$ cat config.mk
export PLATFORM = sky130hd
export DESIGN_NAME = kmeans_acc_update_k2_d4_flat
export DESIGN_NICKNAME = d
export VERILOG_FILES = /design/src/rtl/kmeans_acc_update_k2_d4_if.sv /design/src/rtl/kmeans_acc_update_k2_d4.sv /design/src/flat_wrapper.sv
export SDC_FILE = /design/constraint.sdc
export NUM_CORES = 1
export LEC_CHECK = 0
export CAP_MARGIN = 20
export CORE_ASPECT_RATIO = 2
export CORE_MARGIN = 4
export CORE_UTILIZATION = 54
export CTS_CLUSTER_SIZE = 30
export DETAILED_ROUTE_END_ITERATION = 7
export MAX_ROUTING_LAYER = met4
export PLACE_DENSITY = 0.75
export SLEW_MARGIN = 40
export SYNTH_ARGS = -nofsm -noshare
export SYNTH_HDL_FRONTEND = slang
export SYNTH_SLANG_ARGS = --single-unit
$ cat constraint.sdc
create_clock -name clk -period 3.56 [get_ports clk]
set_input_delay 0.712 -clock clk [delete_from_list [all_inputs] [get_ports clk]]
set_output_delay 0.712 -clock clk [all_outputs]
set_load 0.02 [all_outputs]
$ cat src/rtl/kmeans_acc_update_k2_d4_if.sv
// kmeans_acc_update_k2_d4_if: classified-point input and centroid-update bundle
// between the assignment pipeline and the accumulate/update stage.
interface kmeans_acc_update_k2_d4_if #(
   parameter int W = 8
);
   logic         in_valid;
   logic         in_last;
   logic         in_centroid;
   logic [W-1:0] in_d0, in_d1, in_d2, in_d3;
   logic         in_ready;
   logic [W-1:0] new_k0d0, new_k0d1, new_k0d2, new_k0d3;
   logic [W-1:0] new_k1d0, new_k1d1, new_k1d2, new_k1d3;
   logic         empty_k0, empty_k1;
   logic         done;
   logic         overrun;

   modport master (
      output in_valid, in_last, in_centroid, in_d0, in_d1, in_d2, in_d3,
      input  in_ready, new_k0d0, new_k0d1, new_k0d2, new_k0d3,
             new_k1d0, new_k1d1, new_k1d2, new_k1d3,
             empty_k0, empty_k1, done, overrun
   );

   modport slave (
      input  in_valid, in_last, in_centroid, in_d0, in_d1, in_d2, in_d3,
      output in_ready, new_k0d0, new_k0d1, new_k0d2, new_k0d3,
             new_k1d0, new_k1d1, new_k1d2, new_k1d3,
             empty_k0, empty_k1, done, overrun
   );
endinterface

$ cat src/rtl/kmeans_acc_update_k2_d4.sv
// kmeans_acc_update_k2_d4: accumulates per-centroid sums/counts over a pass, then
// computes the 8 new centroid means with one shared restoring divider.
module kmeans_acc_update_k2_d4 #(
   parameter int input_data_width         = 8,
   parameter int input_data_qty_bit_width = 8
) (
   input  logic                      clk,
   input  logic                      rst_n,
   kmeans_acc_update_k2_d4_if.slave  bus_io
);
   localparam int W  = input_data_width;
   localparam int Q  = input_data_qty_bit_width;
   localparam int N  = W + Q;
   localparam int BW = $clog2(N);
   localparam logic [Q+1:0] CAP     = {1'b0, 1'b1, {Q{1'b0}}};
   localparam logic [Q:0]   CNT_ONE = {{Q{1'b0}}, 1'b1};

   typedef enum logic [1:0] {ACC, DIV, DONE} state_e;

   state_e         state_q, state_d;
   logic [N-1:0]   sum_q   [2][4], sum_d   [2][4];
   logic [Q:0]     cnt_q   [2],    cnt_d   [2];
   logic [W-1:0]   stage_q [2][4], stage_d [2][4];
   logic [W-1:0]   new_q   [2][4], new_d   [2][4];
   logic [1:0]     empty_q, empty_d;
   logic           ovr_q, ovr_d;
   logic [3:0]     idx_q, idx_d;
   logic [BW-1:0]  bit_q, bit_d;
   logic [N-1:0]   quo_q, quo_d;
   logic [Q:0]     rem_q, rem_d;

   logic [W-1:0]   din [4];
   logic           c;
   logic           full;
   logic [Q+1:0]   total;
   logic           first;
   logic [N-1:0]   src;
   logic [Q:0]     rem_in;
   logic [Q:0]     dvsr;
   logic [Q+1:0]   rs;
   logic           ge;
   logic [N-1:0]   q_next;

   assign din[0] = bus_io.in_d0;
   assign din[1] = bus_io.in_d1;
   assign din[2] = bus_io.in_d2;
   assign din[3] = bus_io.in_d3;
   assign c      = bus_io.in_centroid;
   assign total  = {1'b0, cnt_q[0]} + {1'b0, cnt_q[1]};
   assign full   = total == CAP;

   // One quotient bit per cycle; the first cycle of each slot loads the dividend directly.
   assign first  = bit_q == '0;
   assign src    = first ? sum_q[idx_q[2]][idx_q[1:0]] : quo_q;
   assign rem_in = first ? '0 : rem_q;
   assign dvsr   = cnt_q[idx_q[2]];
   assign rs     = {rem_in, src[N-1]};
   assign ge     = rs >= {1'b0, dvsr};
   assign q_next = {src[N-2:0], ge};

   always_comb begin
      state_d = state_q;
      sum_d   = sum_q;
      cnt_d   = cnt_q;
      stage_d = stage_q;
      new_d   = new_q;
      empty_d = empty_q;
      ovr_d   = ovr_q;
      idx_d   = idx_q;
      bit_d   = bit_q;
      quo_d   = quo_q;
      rem_d   = rem_q;
      case (state_q)
         ACC: if (bus_io.in_valid) begin
            if (full) ovr_d = 1'b1;
            else begin
               for (int j = 0; j < 4; j++) sum_d[c][j] = sum_q[c][j] + N'(din[j]);
               cnt_d[c] = cnt_q[c] + CNT_ONE;
            end
            if (bus_io.in_last) begin
               state_d = DIV;
               idx_d   = '0;
               bit_d   = '0;
            end
         end
         DIV: begin
            ovr_d = ovr_q | bus_io.in_valid;
            if (idx_q[3]) begin
               state_d = DONE;
               new_d   = stage_q;
               empty_d = {cnt_q[1] == '0, cnt_q[0] == '0};
            end else begin
               quo_d = q_next;
               rem_d = ge ? rs[Q:0] - dvsr : rs[Q:0];
               if (bit_q == BW'(N - 1)) begin
                  // An empty centroid keeps its previous coordinate.
                  stage_d[idx_q[2]][idx_q[1:0]] = (dvsr == '0) ? new_q[idx_q[2]][idx_q[1:0]] : q_next[W-1:0];
                  bit_d = '0;
                  idx_d = idx_q + 4'd1;
               end else bit_d = bit_q + BW'(1);
            end
         end
         default: begin
            ovr_d   = ovr_q | bus_io.in_valid;
            state_d = ACC;
            sum_d   = '{default: '0};
            cnt_d   = '{default: '0};
         end
      endcase
   end

   always_ff @(posedge clk or negedge rst_n) begin
      if (!rst_n) begin
         state_q <= ACC;
         sum_q   <= '{default: '0};
         cnt_q   <= '{default: '0};
         stage_q <= '{default: '0};
         new_q   <= '{default: '0};
         empty_q <= '0;
         ovr_q   <= 1'b0;
         idx_q   <= '0;
         bit_q   <= '0;
         quo_q   <= '0;
         rem_q   <= '0;
      end else begin
         state_q <= state_d;
         sum_q   <= sum_d;
         cnt_q   <= cnt_d;
         stage_q <= stage_d;
         new_q   <= new_d;
         empty_q <= empty_d;
         ovr_q   <= ovr_d;
         idx_q   <= idx_d;
         bit_q   <= bit_d;
         quo_q   <= quo_d;
         rem_q   <= rem_d;
      end
   end

   assign bus_io.in_ready = state_q == ACC;
   assign bus_io.done     = state_q == DONE;
   assign bus_io.overrun  = ovr_q;
   assign bus_io.empty_k0 = empty_q[0];
   assign bus_io.empty_k1 = empty_q[1];
   assign bus_io.new_k0d0 = new_q[0][0];
   assign bus_io.new_k0d1 = new_q[0][1];
   assign bus_io.new_k0d2 = new_q[0][2];
   assign bus_io.new_k0d3 = new_q[0][3];
   assign bus_io.new_k1d0 = new_q[1][0];
   assign bus_io.new_k1d1 = new_q[1][1];
   assign bus_io.new_k1d2 = new_q[1][2];
   assign bus_io.new_k1d3 = new_q[1][3];
endmodule

$ cat src/flat_wrapper.sv
// flat-port wrapper written by rule: the top's interface ports become plain ports
module kmeans_acc_update_k2_d4_flat 
#(
   parameter int input_data_width         = 8,
   parameter int input_data_qty_bit_width = 8
)
  (clk, rst_n, bus_io_in_valid, bus_io_in_last, bus_io_in_centroid, bus_io_in_d0, bus_io_in_d1, bus_io_in_d2, bus_io_in_d3, bus_io_in_ready, bus_io_new_k0d0, bus_io_new_k0d1, bus_io_new_k0d2, bus_io_new_k0d3, bus_io_new_k1d0, bus_io_new_k1d1, bus_io_new_k1d2, bus_io_new_k1d3, bus_io_empty_k0, bus_io_empty_k1, bus_io_done, bus_io_overrun);
  kmeans_acc_update_k2_d4_if #(.W((8))) bus_io_i ();
  input  logic clk;
  input  logic rst_n;
  input wire logic [$bits(bus_io_i.in_valid)-1:0] bus_io_in_valid;
  input wire logic [$bits(bus_io_i.in_last)-1:0] bus_io_in_last;
  input wire logic [$bits(bus_io_i.in_centroid)-1:0] bus_io_in_centroid;
  input wire logic [$bits(bus_io_i.in_d0)-1:0] bus_io_in_d0;
  input wire logic [$bits(bus_io_i.in_d1)-1:0] bus_io_in_d1;
  input wire logic [$bits(bus_io_i.in_d2)-1:0] bus_io_in_d2;
  input wire logic [$bits(bus_io_i.in_d3)-1:0] bus_io_in_d3;
  output wire logic [$bits(bus_io_i.in_ready)-1:0] bus_io_in_ready;
  output wire logic [$bits(bus_io_i.new_k0d0)-1:0] bus_io_new_k0d0;
  output wire logic [$bits(bus_io_i.new_k0d1)-1:0] bus_io_new_k0d1;
  output wire logic [$bits(bus_io_i.new_k0d2)-1:0] bus_io_new_k0d2;
  output wire logic [$bits(bus_io_i.new_k0d3)-1:0] bus_io_new_k0d3;
  output wire logic [$bits(bus_io_i.new_k1d0)-1:0] bus_io_new_k1d0;
  output wire logic [$bits(bus_io_i.new_k1d1)-1:0] bus_io_new_k1d1;
  output wire logic [$bits(bus_io_i.new_k1d2)-1:0] bus_io_new_k1d2;
  output wire logic [$bits(bus_io_i.new_k1d3)-1:0] bus_io_new_k1d3;
  output wire logic [$bits(bus_io_i.empty_k0)-1:0] bus_io_empty_k0;
  output wire logic [$bits(bus_io_i.empty_k1)-1:0] bus_io_empty_k1;
  output wire logic [$bits(bus_io_i.done)-1:0] bus_io_done;
  output wire logic [$bits(bus_io_i.overrun)-1:0] bus_io_overrun;
  assign bus_io_i.in_valid = bus_io_in_valid;
  assign bus_io_i.in_last = bus_io_in_last;
  assign bus_io_i.in_centroid = bus_io_in_centroid;
  assign bus_io_i.in_d0 = bus_io_in_d0;
  assign bus_io_i.in_d1 = bus_io_in_d1;
  assign bus_io_i.in_d2 = bus_io_in_d2;
  assign bus_io_i.in_d3 = bus_io_in_d3;
  assign bus_io_in_ready = bus_io_i.in_ready;
  assign bus_io_new_k0d0 = bus_io_i.new_k0d0;
  assign bus_io_new_k0d1 = bus_io_i.new_k0d1;
  assign bus_io_new_k0d2 = bus_io_i.new_k0d2;
  assign bus_io_new_k0d3 = bus_io_i.new_k0d3;
  assign bus_io_new_k1d0 = bus_io_i.new_k1d0;
  assign bus_io_new_k1d1 = bus_io_i.new_k1d1;
  assign bus_io_new_k1d2 = bus_io_i.new_k1d2;
  assign bus_io_new_k1d3 = bus_io_i.new_k1d3;
  assign bus_io_empty_k0 = bus_io_i.empty_k0;
  assign bus_io_empty_k1 = bus_io_i.empty_k1;
  assign bus_io_done = bus_io_i.done;
  assign bus_io_overrun = bus_io_i.overrun;
  kmeans_acc_update_k2_d4 #(.input_data_width(input_data_width), .input_data_qty_bit_width(input_data_qty_bit_width)) u_core (.clk(clk), .rst_n(rst_n), .bus_io(bus_io_i));
endmodule
==> run_results.csv, run 1 <==
group,metric,value,unit
clock_tree,postCtsHoldBufs,0,
worst_hold_path,hold_path.class,"in2async",
worst_setup_path,startpoint_type,"flip-flop",
clock_tree,tritoncts.num_buffers,28,
sta,maxSlewViolCount,0,
logic_synthesis,synthesis.nets,1577,
floorplanning,die_y,259,µm
power_and_ir_drop,powerDensity,658,nW/µm²
worst_setup_path,required,4.05,ns
logic_synthesis,synthTopCellsByArea,"dfrtp_1 (46%), mux2_2 (10%), mux4_2 (6.3%)",
worst_setup_path,crit_family,"compound AO/OA/AOI/OAI gates",
worst_setup_path,crit_type,"reg2reg",
clock_tree,insertion_delay,0.57,ns
routing,dr_wl_met3,1910,µm
global_routing,grt_pass1_vias,13600,
worst_setup_path,critPathSlowestCell,"a211oi_1",
routing,top_layer,"met4",
floorplanning,start_util,55.0,%
global_routing,grt_max_degree,77,
sta,period_share,95.4,%
sta,hold_violations,0,
floorplanning,rows,91,
logic_synthesis,ys_warn_count,0,
logic_synthesis,synthCells,1475,
cells_and_area,final_cell_mix,"dfrtp_1 (310), mux2_2 (157), nand2_1 (115)",
global_routing,grt_pass1_wl,72400,µm
worst_setup_path,path_buf_inv,1,
clock_tree,clk_root_buffer_cell,"clkbuf_16",
worst_setup_path,r2r_slack,0.16,ns
clock_tree,cts_htree_levels,1,
logic_synthesis,synth_edf_count,0,
cells_and_area,num_antenna_cells,0,
power_and_ir_drop,vdd_ir_drop_max,0.397,mV
sta,fmax,295,MHz
routing,met1_length,15800,µm
floorplanning,dieArea,34600,µm²
clock_tree,cts_tree,"built",
routing,via_per_inst,6.31,
worst_setup_path,r2r_cells,10,
logic_synthesis,yosys_register_bits,312,
cells_and_area,final_cells,2029,
worst_setup_path,critical-path-max-stage-delay,0.44,ns
placement,place_ws,-0.0346,ns
floorplanning,die_w,134,µm
status,status,"completed",
sta,worst_pin_slew,0.890,ns
routing,ant_nets,0,
logic_synthesis,ys.flop_type,"dfrtp_1",
floorplanning,core,31000,µm²
worst_setup_path,r2r_start,"u_core.cnt_q[0]",
worst_setup_path,critPathArrivalTime,3.89,ns
routing,wl,44800,µm
routing,drt_iter0_drc,733,
worst_setup_path,crit_chain,"ha_1 > fa_1 > a211oi_1 > o21ai_1 > a211oi_1 > o22ai_1 > o21ai_1 > nor2b_4 > buf_12 > a22o_1",
global_routing,grt_usage,27.0,%
global_routing,grt-ovfl-total,0,
cells_and_area,nNetsFinal,1691,
sta,setup_ws,0.165,ns
sta,max-slew-margin-rel,40.1,%
routing,wl_met2,24800,µm
placement,hpwlAfterDp,31900,µm
placement,port_buffers,105,
clock_tree,cts.clk_slew.worst_paths,0.07,ns
worst_setup_path,cp_max_fo,54,
logic_synthesis,syn_area_per_cell,11.6,µm²
logic_synthesis,synth_top_area_share,45.8,%
routing,drc,0,
logic_synthesis,synth_top_area_cell,"dfrtp_1",
worst_setup_path,rr_endpoint,"u_core.sum_q[110]",
sta,setup_tns,0,ns
cells_and_area,design_area,19900,µm²
floorplanning,io_pins,106,
sta,final-setup-viol-count,0,
cells_and_area,areaGrowthSynthToFinish,16.7,%
power_and_ir_drop,p_leak,8.97,nW
clock_tree,clockBufferDepth,3,
clock_tree,clock_sinks,312,
power_and_ir_drop,p_total,0.0131,W
logic_synthesis,ys_types,62,
placement,routabilityCongestion,0.901,
logic_synthesis,async_reset_ff_share,100,%
logic_synthesis,ys_seq_area_share,45.8,%
routing,first_pass_iters,5,
placement,post_dp_cell_area,18900,µm²
placement,placed_cells,1977,
sta,fin_skew,0.0179,ns
logic_synthesis,syn-cell-area,17000,µm²
cells_and_area,mostFrequentLayoutCell,"dfrtp_1",
routing,vias,12800,
cells_and_area,drive_above_1_share,21.5,%
sta,period_needed,3.40,ns
global_routing,antenna_found_initial,0,
routing,wl_per_cell,22.1,µm
job,cap_violations,0,
worst_setup_path,endpoint_kind,"flip-flop",
==> repair_timing <==
item,in CTS,in global routing
gates resized for setup,2,4
pin swaps,0,0
endpoints found under the setup margin,8,17
setup buffers,0,0
hold endpoints to repair,0,0
==> worst max-delay path by stage <==
stage	cells past startpoint	endpoint	from	slack (ns)
after floorplan	15	u_core.sum_q[27]	bus_io_in_centroid	0.004
after global placement	14	u_core.stage_q[32]	u_core.idx_q[2]	0.06
after detailed placement	14	u_core.stage_q[32]	u_core.idx_q[2]	-0.03
after CTS	15	u_core.rem_q[3]	u_core.idx_q[2]	0.07
after global routing	15	u_core.rem_q[1]	u_core.idx_q[2]	-0.03
final	10	u_core.sum_q[110]	u_core.cnt_q[0]	0.16
==> registers in the layout, summed over array words and instances, names as in the netlist <==
| signal | count |
|---|---|
| u_core.idx_q | 4 |
| u_core.bus_io.new_k1d3 | 8 |
| u_core.empty_q | 2 |
| u_core.bus_io.overrun | 1 |
| u_core.bus_io.new_k0d3 | 8 |
| u_core.cnt_q | 18 |
| u_core.bus_io.new_k1d2 | 8 |
| u_core.rem_q | 9 |
| u_core.quo_q | 16 |
| u_core.stage_q | 64 |
| u_core.bus_io.new_k1d0 | 8 |
| u_core.state_q | 2 |
| u_core.bus_io.new_k0d2 | 8 |
| u_core.bus_io.new_k0d0 | 8 |
| u_core.bus_io.new_k0d1 | 8 |
| u_core.sum_q | 128 |
| u_core.bus_io.new_k1d1 | 8 |
| u_core.bit_q | 4 |
==> cell usage after synthesis, types with 7 or more instances <==
cell type and instances:
a21o_1 15, a21oi_1 70, a22o_1 70, a31oi_1 40, and2_1 11, and3_1 15, buf_1 16, buf_2 25
buf_4 14, clkbuf_1 25, dfrtp_1 312, ha_1 59, inv_1 35, mux2_2 157, mux2i_1 54, mux4_2 48
nand2_1 117, nand2b_1 11, nand3_1 21, nor2_1 47, nor2b_1 11, nor3_1 14, o211ai_1 10, o21ai_0 81
o2bb2ai_1 34, or2_2 7, xnor2_1 18, xor2_1 32
==> per-layer routing <==
layer  vias to the layer above  track usage, %
li1                       5745               -
met1                      6466            28.7
met2                       439            49.4
met3                       145            2.58
met4                         0            13.6
met5                         -               -
==> logic make-up (layout without fill, tap and decap cells) <==
logic type      count (synthesis)  count (layout)  synth area share, %
fa+ha+maj                      65              65                 5.04
flops                         312             312                 45.8
buf+inv                       116             252                 3.05
xor+xnor                       50              50                 2.57
compound gates                386             386                 15.6
mux                           261             261                 20.0
simple gates                  285             285                 7.93
==> power by group <==
| part | leakage (nW) | total [W] | switching (W) | internal (W) |
|---|---|---|---|---|
| clock network | 0.482 | 0.00326 | 0.00140 | 0.00186 |
| logic | 4.30 | 0.00508 | 0.00283 | 0.00226 |
| registers | 4.20 | 0.00475 | 0.000566 | 0.00418 |
==> cell type report <==
cell class                 count  area (µm²)
fill                        2448       11100
clock buffer                  37         786
inverter                      36         135
timing repair buffer         164        1630
multi-input combinational   1047        8790
tap                          418         523
clock inverter                15         203
sequential                   312        7810
==> per-stage QoR <==
step | util [%] | hold WS, ns
finish | 64.2 | 0.102
global placement | 60.9 | 0.441
global route | 64.2 | 0.121
CTS | 64.2 | 0.105
floorplan | - | 0.416
detailed placement | 60.9 | 0.447
No activity file was read; power rests on OpenSTA's default activity.
==> run 2, diff against run 1 <==
--- a/config.mk
+++ b/config.mk
@@ -6,13 +6,17 @@
 export NUM_CORES = 1
 export LEC_CHECK = 0
 export CAP_MARGIN = 20
+export CELL_PAD_IN_SITES_DETAIL_PLACEMENT = 2
+export CELL_PAD_IN_SITES_GLOBAL_PLACEMENT = 2
 export CORE_ASPECT_RATIO = 2
 export CORE_MARGIN = 4
-export CORE_UTILIZATION = 54
+export CORE_UTILIZATION = 37
+export CTS_BUF_LIST = sky130_fd_sc_hd__clkbuf_16
 export CTS_CLUSTER_SIZE = 30
 export DETAILED_ROUTE_END_ITERATION = 7
 export MAX_ROUTING_LAYER = met4
-export PLACE_DENSITY = 0.75
+export PLACE_DENSITY = 0.76
+export SETUP_SLACK_MARGIN = 0.02
 export SLEW_MARGIN = 40
 export SYNTH_ARGS = -nofsm -noshare
 export SYNTH_HDL_FRONTEND = slang
==> run_results.csv, run 2 (synthesis gave the netlist of run 1 again) <==
group,metric,value,unit
status,status,"completed",
global_routing,use_met2,48.8,%
power_and_ir_drop,vdd_ir_drop_max,0.367,mV
placement,place_ws,-0.213,ns
global_routing,gr-usage-met1,24.3,%
global_routing,grt_pass1_wl,95000,µm
clock_tree,clockBufferDepth,3,
routing,wl,62600,µm
routing,ant_nets,0,
global_routing,gr-max-usage-layer,"met2",
routing,first_pass_iters,5,
cells_and_area,reg.largest.list,"u_core.sum_q: 128 flops, u_core.stage_q: 64 flops, u_core.cnt_q: 18 flops",
floorplanning,dieArea,49800,µm²
sta,period_needed,3.50,ns
clock_tree,cts.clk_slew.worst_paths,0.06,ns
power_and_ir_drop,p_leak,9.33,nW
power_and_ir_drop,p_seq_share,32.4,%
placement,hpwlAfterDp,43700,µm
power_and_ir_drop,netSwitchingFraction,37.9,%
sta,hold_violations,0,
floorplanning,die_y,311,µm
sta,worst_pin_slew,0.847,ns
clock_tree,postCtsHoldBufs,0,
power_and_ir_drop,switching_power,0.00558,W
clock_tree,cts_tree,"built",
clock_tree,cts_htree_levels,1,
routing,vias,13400,
floorplanning,start_util,37.3,%
power_and_ir_drop,clkPwrFrac,26.2,%
cells_and_area,final_cell_mix,"dfrtp_1 (310), mux2_2 (154), nand2_1 (115)",
worst_setup_path,crit_family,"compound AO/OA/AOI/OAI gates",
sta,setup_ws,0.0601,ns
cells_and_area,mostFrequentLayoutCell,"dfrtp_1",
worst_setup_path,crit_end,"u_core.rem_q[0]",
placement,routabilityCongestion,0.848,
worst_hold_path,hold_path.class,"in2async",
cells_and_area,largest-register,"u_core.sum_q",
clock_tree,clock_sinks,312,
sta,fin_skew,0.0143,ns
worst_setup_path,cp_num_cells,14,
global_routing,grt_max_degree,78,
floorplanning,io_pins,106,
cells_and_area,areaGrowthSynthToFinish,21.5,%
global_routing,grt_pass1_vias,15600,
worst_setup_path,endpoint_kind,"flip-flop",
routing,wl_per_cell,28.1,µm
worst_setup_path,r2r_start,"u_core.idx_q[2]",
global_routing,antenna_found_initial,0,
cells_and_area,largest_reg_flops,128,
power_and_ir_drop,intPower,0.00912,W
power_and_ir_drop,combinationalPowerShare,41.4,%
clock_tree,tritoncts.num_buffers,31,
worst_setup_path,cp_max_fo,5,
worst_setup_path,crit_type,"reg2reg",
clock_tree,insertion_delay,0.60,ns
sta,rsz0062_at_grt,"yes",
worst_setup_path,crit_path_frequent_cell,"a21oi_2",
worst_setup_path,critical-path-max-stage-delay,0.53,ns
global_routing,grt-ovfl-total,0,
routing,drc,0,
worst_setup_path,required,4.07,ns
worst_setup_path,crit_chain,"mux4_2 > nand2_2 > a21oi_1 > a21oi_2 > ha_2 > inv_1 > fa_2 > a21o_1 > a21oi_2 > nor2_1 > o31a_1 > nor2_4 > mux2_2 > o21ai_1",
routing,via_per_inst,5.99,
worst_setup_path,startpoint_type,"flip-flop",
sta,fmax,286,MHz
floorplanning,core,45700,µm²
routing,drt_iter0_drc,655,
worst_setup_path,r2r_slack,0.06,ns
sta,maxSlewViolCount,0,
worst_setup_path,critPathSlowestCell,"mux4_2",
placement,port_buffers,105,
worst_setup_path,r2r_cells,14,
job,cap_violations,0,
global_routing,grt_usage,25.2,%
cells_and_area,nNetsFinal,1742,
sta,max-slew-margin-rel,43.6,%
floorplanning,die_w,160,µm
cells_and_area,num_antenna_cells,0,
worst_setup_path,path_buf_inv,1,
worst_setup_path,crit_start,"u_core.idx_q[2]",
power_and_ir_drop,powerDensity,710,nW/µm²
clock_tree,clk_root_buffer_cell,"clkbuf_16",
sta,period_share,98.3,%
floorplanning,rows,111,
cells_and_area,nFillCells,4516,
cells_and_area,drive_above_1_share,24.4,%
worst_setup_path,rr_endpoint,"u_core.rem_q[0]",
worst_setup_path,critPathArrivalTime,4.01,ns
power_and_ir_drop,p_total,0.0147,W
global_routing,grt_use_met3,2.33,%
sta,final-setup-viol-count,0,
-- run 2: cell types whose count changed in the layout (fill, tap and decap cells not counted), sizes merged --
cell    delta
buf       +48
bufinv     +6
clkbuf     -6
clkinv     +3
inv        +2
-- run 2: how the worst min path moves through the flow --
stage / start / endpoint / slack, ns / cells past startpoint
2_1_floorplan: rst_n / u_core.bit_q[0] / 0.42 / 0
3_3_place_gp: u_core.bus_io.overrun / u_core.bus_io.overrun / 0.44 / 1
3_5_place_dp: u_core.bus_io.overrun / u_core.bus_io.overrun / 0.45 / 1
4_1_cts: rst_n / u_core.stage_q[31] / 0.15 / 1
5_1_grt: rst_n / u_core.stage_q[63] / 0.18 / 1
6_report: rst_n / u_core.stage_q[31] / 0.14 / 1
-- run 2: worst reg2reg max path, delay by kind of cell (launching register included) --
kind / cells / cell delay, ns
flops: 1 / 0.45
mux: 2 / 0.90
simple gates: 3 / 0.38
fa+ha+maj: 2 / 0.56
compound gates: 6 / 1.08
buf+inv: 1 / 0.06
-- run 2: layer usage --
layer | up-vias | routed length, µm | share of wire (%)
met4 | 0 | 3230 | 5.2
met5 | - | 0 | 0
met1 | 7077 | 21800 | 35
met3 | 160 | 1580 | 2.5
met2 | 296 | 35900 | 57
li1 | 5829 | - | -
-- run 2: area by class of cell --
class | count | area, µm² | area share [%]
multi-input combinational | 1047 | 8840 | 42.7
sequential | 312 | 7810 | 37.7
timing repair buffer | 212 | 2050 | 9.89
clock buffer | 31 | 776 | 3.75
tap | 565 | 707 | 3.41
clock inverter | 26 | 383 | 1.85
inverter | 36 | 135 | 0.653
-- run 2: repair_timing --
action / 4_1_cts / 5_1_grt
pin swaps: 1 / 5
cloned: 0 / 0
setup buffers: 0 / 6
endpoints found under the setup margin: 15 / 17
gates resized for setup: 4 / 22
-- run 2: power by group through the flow --
stage	registers [W]	clock network (W)	logic (W)
2_1_floorplan	0.00460	0	0.00355
3_3_place_gp	0.00474	0	0.00532
3_5_place_dp	0.00480	0	0.00565
4_1_cts	0.00475	0.00391	0.00580
5_1_grt	0.00483	0.00408	0.00660
6_report	0.00476	0.00386	0.00608
-- run 2: through the flow --
step                instance area (µm²)  utilization [%]  hold slack [ns]  TNS, ns  instances
floorplan                         17100                -            0.416        0       1475
global route                      20700             45.3            0.176   -0.842       2229
finish                            20700             45.3            0.139        0       2229
global placement                  19400             42.5            0.443   -0.994       2166
detailed placement                19400             42.5            0.448    -5.00       2166
CTS                               20600             45.1            0.150        0       2223
==> run 3, diff against run 2 <==
--- a/config.mk
+++ b/config.mk
@@ -5,17 +5,18 @@
 export SDC_FILE = /design/constraint.sdc
 export NUM_CORES = 1
 export LEC_CHECK = 0
+export ABC_AREA = 1
 export CAP_MARGIN = 20
 export CELL_PAD_IN_SITES_DETAIL_PLACEMENT = 2
 export CELL_PAD_IN_SITES_GLOBAL_PLACEMENT = 2
 export CORE_ASPECT_RATIO = 2
 export CORE_MARGIN = 4
-export CORE_UTILIZATION = 37
+export CORE_UTILIZATION = 32
 export CTS_BUF_LIST = sky130_fd_sc_hd__clkbuf_16
 export CTS_CLUSTER_SIZE = 30
 export DETAILED_ROUTE_END_ITERATION = 7
 export MAX_ROUTING_LAYER = met4
-export PLACE_DENSITY = 0.76
+export PLACE_DENSITY = 0.88
 export SETUP_SLACK_MARGIN = 0.02
 export SLEW_MARGIN = 40
 export SYNTH_ARGS = -nofsm -noshare
==> run_results.csv, run 3 <==
group,metric,value,unit
status,status,"completed",
routing,via_per_inst,5.62,
logic_synthesis,synthTopCellsByArea,"dfrtp_1 (43%), nand2_1 (20%), o21ai_0 (6.7%)",
sta,period_needed,3.40,ns
worst_setup_path,endpoint_kind,"flip-flop",
sta,fin_skew,0.0491,ns
routing,first_pass_iters,6,
logic_synthesis,ys_warn_count,0,
global_routing,grt-ovfl-total,0,
logic_synthesis,ys_seq_area_share,43.1,%
worst_setup_path,cp_max_fo,8,
worst_setup_path,critPathArrivalTime,3.89,ns
clock_tree,clockBufferDepth,3,
cells_and_area,final_util,38.1,%
clock_tree,cts.clk_slew.worst_paths,0.09,ns
routing,wl,85700,µm
global_routing,antenna_found_initial,0,
logic_synthesis,synth_edf_count,0,
logic_synthesis,ys_types,47,
logic_synthesis,async_reset_ff_share,100,%
cells_and_area,drive_above_1_share,6.65,%
logic_synthesis,syn_area_per_cell,7.31,µm²
clock_tree,clk_root_buffer_cell,"clkbuf_16",
routing,vias,18800,
floorplanning,die_w,176,µm
sta,fmax,294,MHz
power_and_ir_drop,p_leak,10.7,nW
sta,final-setup-viol-count,0,
worst_setup_path,r2r_start,"u_core.idx_q[2]",
logic_synthesis,synthMostInstantiatedCell,"nand2_1",
power_and_ir_drop,vdd_ir_drop_max,0.510,mV
cells_and_area,areaGrowthSynthToFinish,18.1,%
worst_setup_path,crit_type,"reg2reg",
logic_synthesis,synthCells,2481,
cells_and_area,largest-register,"u_core.sum_q",
floorplanning,start_util,32.3,%
worst_setup_path,required,4.04,ns
worst_setup_path,crit_start,"u_core.idx_q[2]",
floorplanning,dieArea,60700,µm²
placement,routabilityCongestion,0.884,
sta,hold_violations,0,
sta,maxSlewViolCount,0,
global_routing,grt_max_degree,74,
clock_tree,cts_htree_levels,1,
clock_tree,clock_sinks,312,
floorplanning,rows,123,
cells_and_area,mostFrequentLayoutCell,"nand2_1",
logic_synthesis,syn-cell-area,18100,µm²
logic_synthesis,yosys_register_bits,312,
power_and_ir_drop,powerDensity,772,nW/µm²
floorplanning,core,56200,µm²
global_routing,grt_pass1_wl,131000,µm
routing,ant_nets,0,
sta,worst_pin_slew,0.916,ns
job,cap_violations,0,
placement,hpwlAfterDp,56400,µm
cells_and_area,num_antenna_cells,0,
placement,place_ws,0.0381,ns
sta,max-slew-margin-rel,38.3,%
worst_hold_path,hold_path.class,"in2async",
sta,period_share,95.6,%
cells_and_area,largest_reg_flops,128,
global_routing,grt_usage,28.5,%
worst_setup_path,startpoint_type,"flip-flop",
logic_synthesis,synth_top_area_share,43.1,%
placement,port_buffers,105,
floorplanning,io_pins,106,
logic_synthesis,synthTopCellsByCount,"nand2_1 (942), dfrtp_1 (312), o21ai_0 (244), inv_1 (234), nand3_1 (159)",
logic_synthesis,synth_top_area_cell,"dfrtp_1",
sta,setup_ws,0.157,ns
cells_and_area,nNetsFinal,2680,
cells_and_area,reg.largest.list,"u_core.sum_q: 128 flops, u_core.stage_q: 64 flops, u_core.cnt_q: 18 flops",
sta,setup_tns,0,ns
logic_synthesis,ys.flop_type,"dfrtp_1",
clock_tree,tritoncts.num_buffers,31,
clock_tree,postCtsHoldBufs,0,
routing,drc,0,
cells_and_area,final_cell_mix,"nand2_1 (940), dfrtp_1 (310), o21ai_0 (241)",
global_routing,grt_pass1_vias,21800,
sta,rsz0062_at_grt,"no",
routing,wl_per_cell,25.6,µm
logic_synthesis,synthesis.nets,2583,
routing,drt_iter0_drc,1090,
clock_tree,cts_tree,"built",
clock_tree,insertion_delay,0.63,ns
floorplanning,die_y,345,µm
power_and_ir_drop,p_total,0.0165,W
run 3: final timing paths:
path	endpoint	slack, ns	depth (start not counted)
min reg2reg	u_core.sum_q[112]	0.48	2
max in group asynchronous	u_core.stage_q[61]	2.58	2
max reg2reg	u_core.rem_q[7]	0.16	22
max	u_core.rem_q[7]	0.16	22
min in group clk	u_core.sum_q[112]	0.48	2
min	u_core.cnt_q[5]	0.06	1
run 3: what timing repair did:
item | CTS | global route
pin swaps | 0 | 3
gates cloned | 0 | 2
resized for setup | 2 | 10
endpoints found under the setup margin | 2 | 22
buffers inserted | 0 | 3
run 3: kinds of logic after synthesis:
kind of cell	count (synthesis)	share of synthesized area (%)
xor gates and xnor gates	44	2.13
adders and majority gates	65	4.74
and+or+nand+nor	1237	27.5
DFF	312	43.1
buffers and inverters	362	8.22
AOI/OAI and AO/OA	461	14.3
run 3: layout make-up:
cell class	count	area [µm²]
fill	6441	34800
multi-input combinational	1807	8860
sequential	312	7820
timing repair buffer	186	1910
tap	750	938
inverter	240	901
clock buffer	31	776
clock inverter	25	200
run 3: routing by layer:
metal / wire [µm] / part of all wire, % / up-vias / track usage, %
met1: 28800 / 34 / 9598 / 27.3
li1: - / - / 8149 / -
met3: 3380 / 3.9 / 381 / 3.10
met4: 8210 / 9.6 / 0 / 21.6
met5: 0 / 0 / - / -
met2: 45300 / 53 / 696 / 51.9
run 3: where the power goes:
group          leakage (nW)  switching (W)  internal (W)
Clock                 0.492        0.00160       0.00180
Sequential             4.23       0.000789       0.00443
Combinational          5.95        0.00528       0.00261
Total                  10.7        0.00767       0.00884
run 3: critical path, cell delays in order (launching register included):
cell	delay, ns
dfrtp_4	0.52
buf_4	0.15
a21oi_1	0.13
o21ai_0	0.11
buf_4	0.15
nand3_1	0.07
nand3_2	0.08
o21ai_2	0.09
buf_4	0.14
inv_1	0.04
ha_2	0.19
inv_1	0.09
fa_2	0.21
nand3_1	0.08
nand2_1	0.12
nand2_1	0.07
o211ai_1	0.12
nand2_1	0.14
nand2_2	0.15
buf_12	0.15
inv_2	0.07
nor3b_1	0.25
o22ai_1	0.12
run 3: per-stage QoR:
| stage | hold slack, ns | area (µm²) | instances |
|---|---|---|---|
| 2_1_floorplan | 0.416 | 18100 | 2481 |
| 3_3_place_gp | 0.451 | 20300 | 3290 |
| 3_5_place_dp | 0.463 | 20300 | 3290 |
| 4_1_cts | 0.0695 | 21300 | 3346 |
| 5_1_grt | 0.105 | 21400 | 3351 |
| 6_report | 0.0633 | 21400 | 3351 |
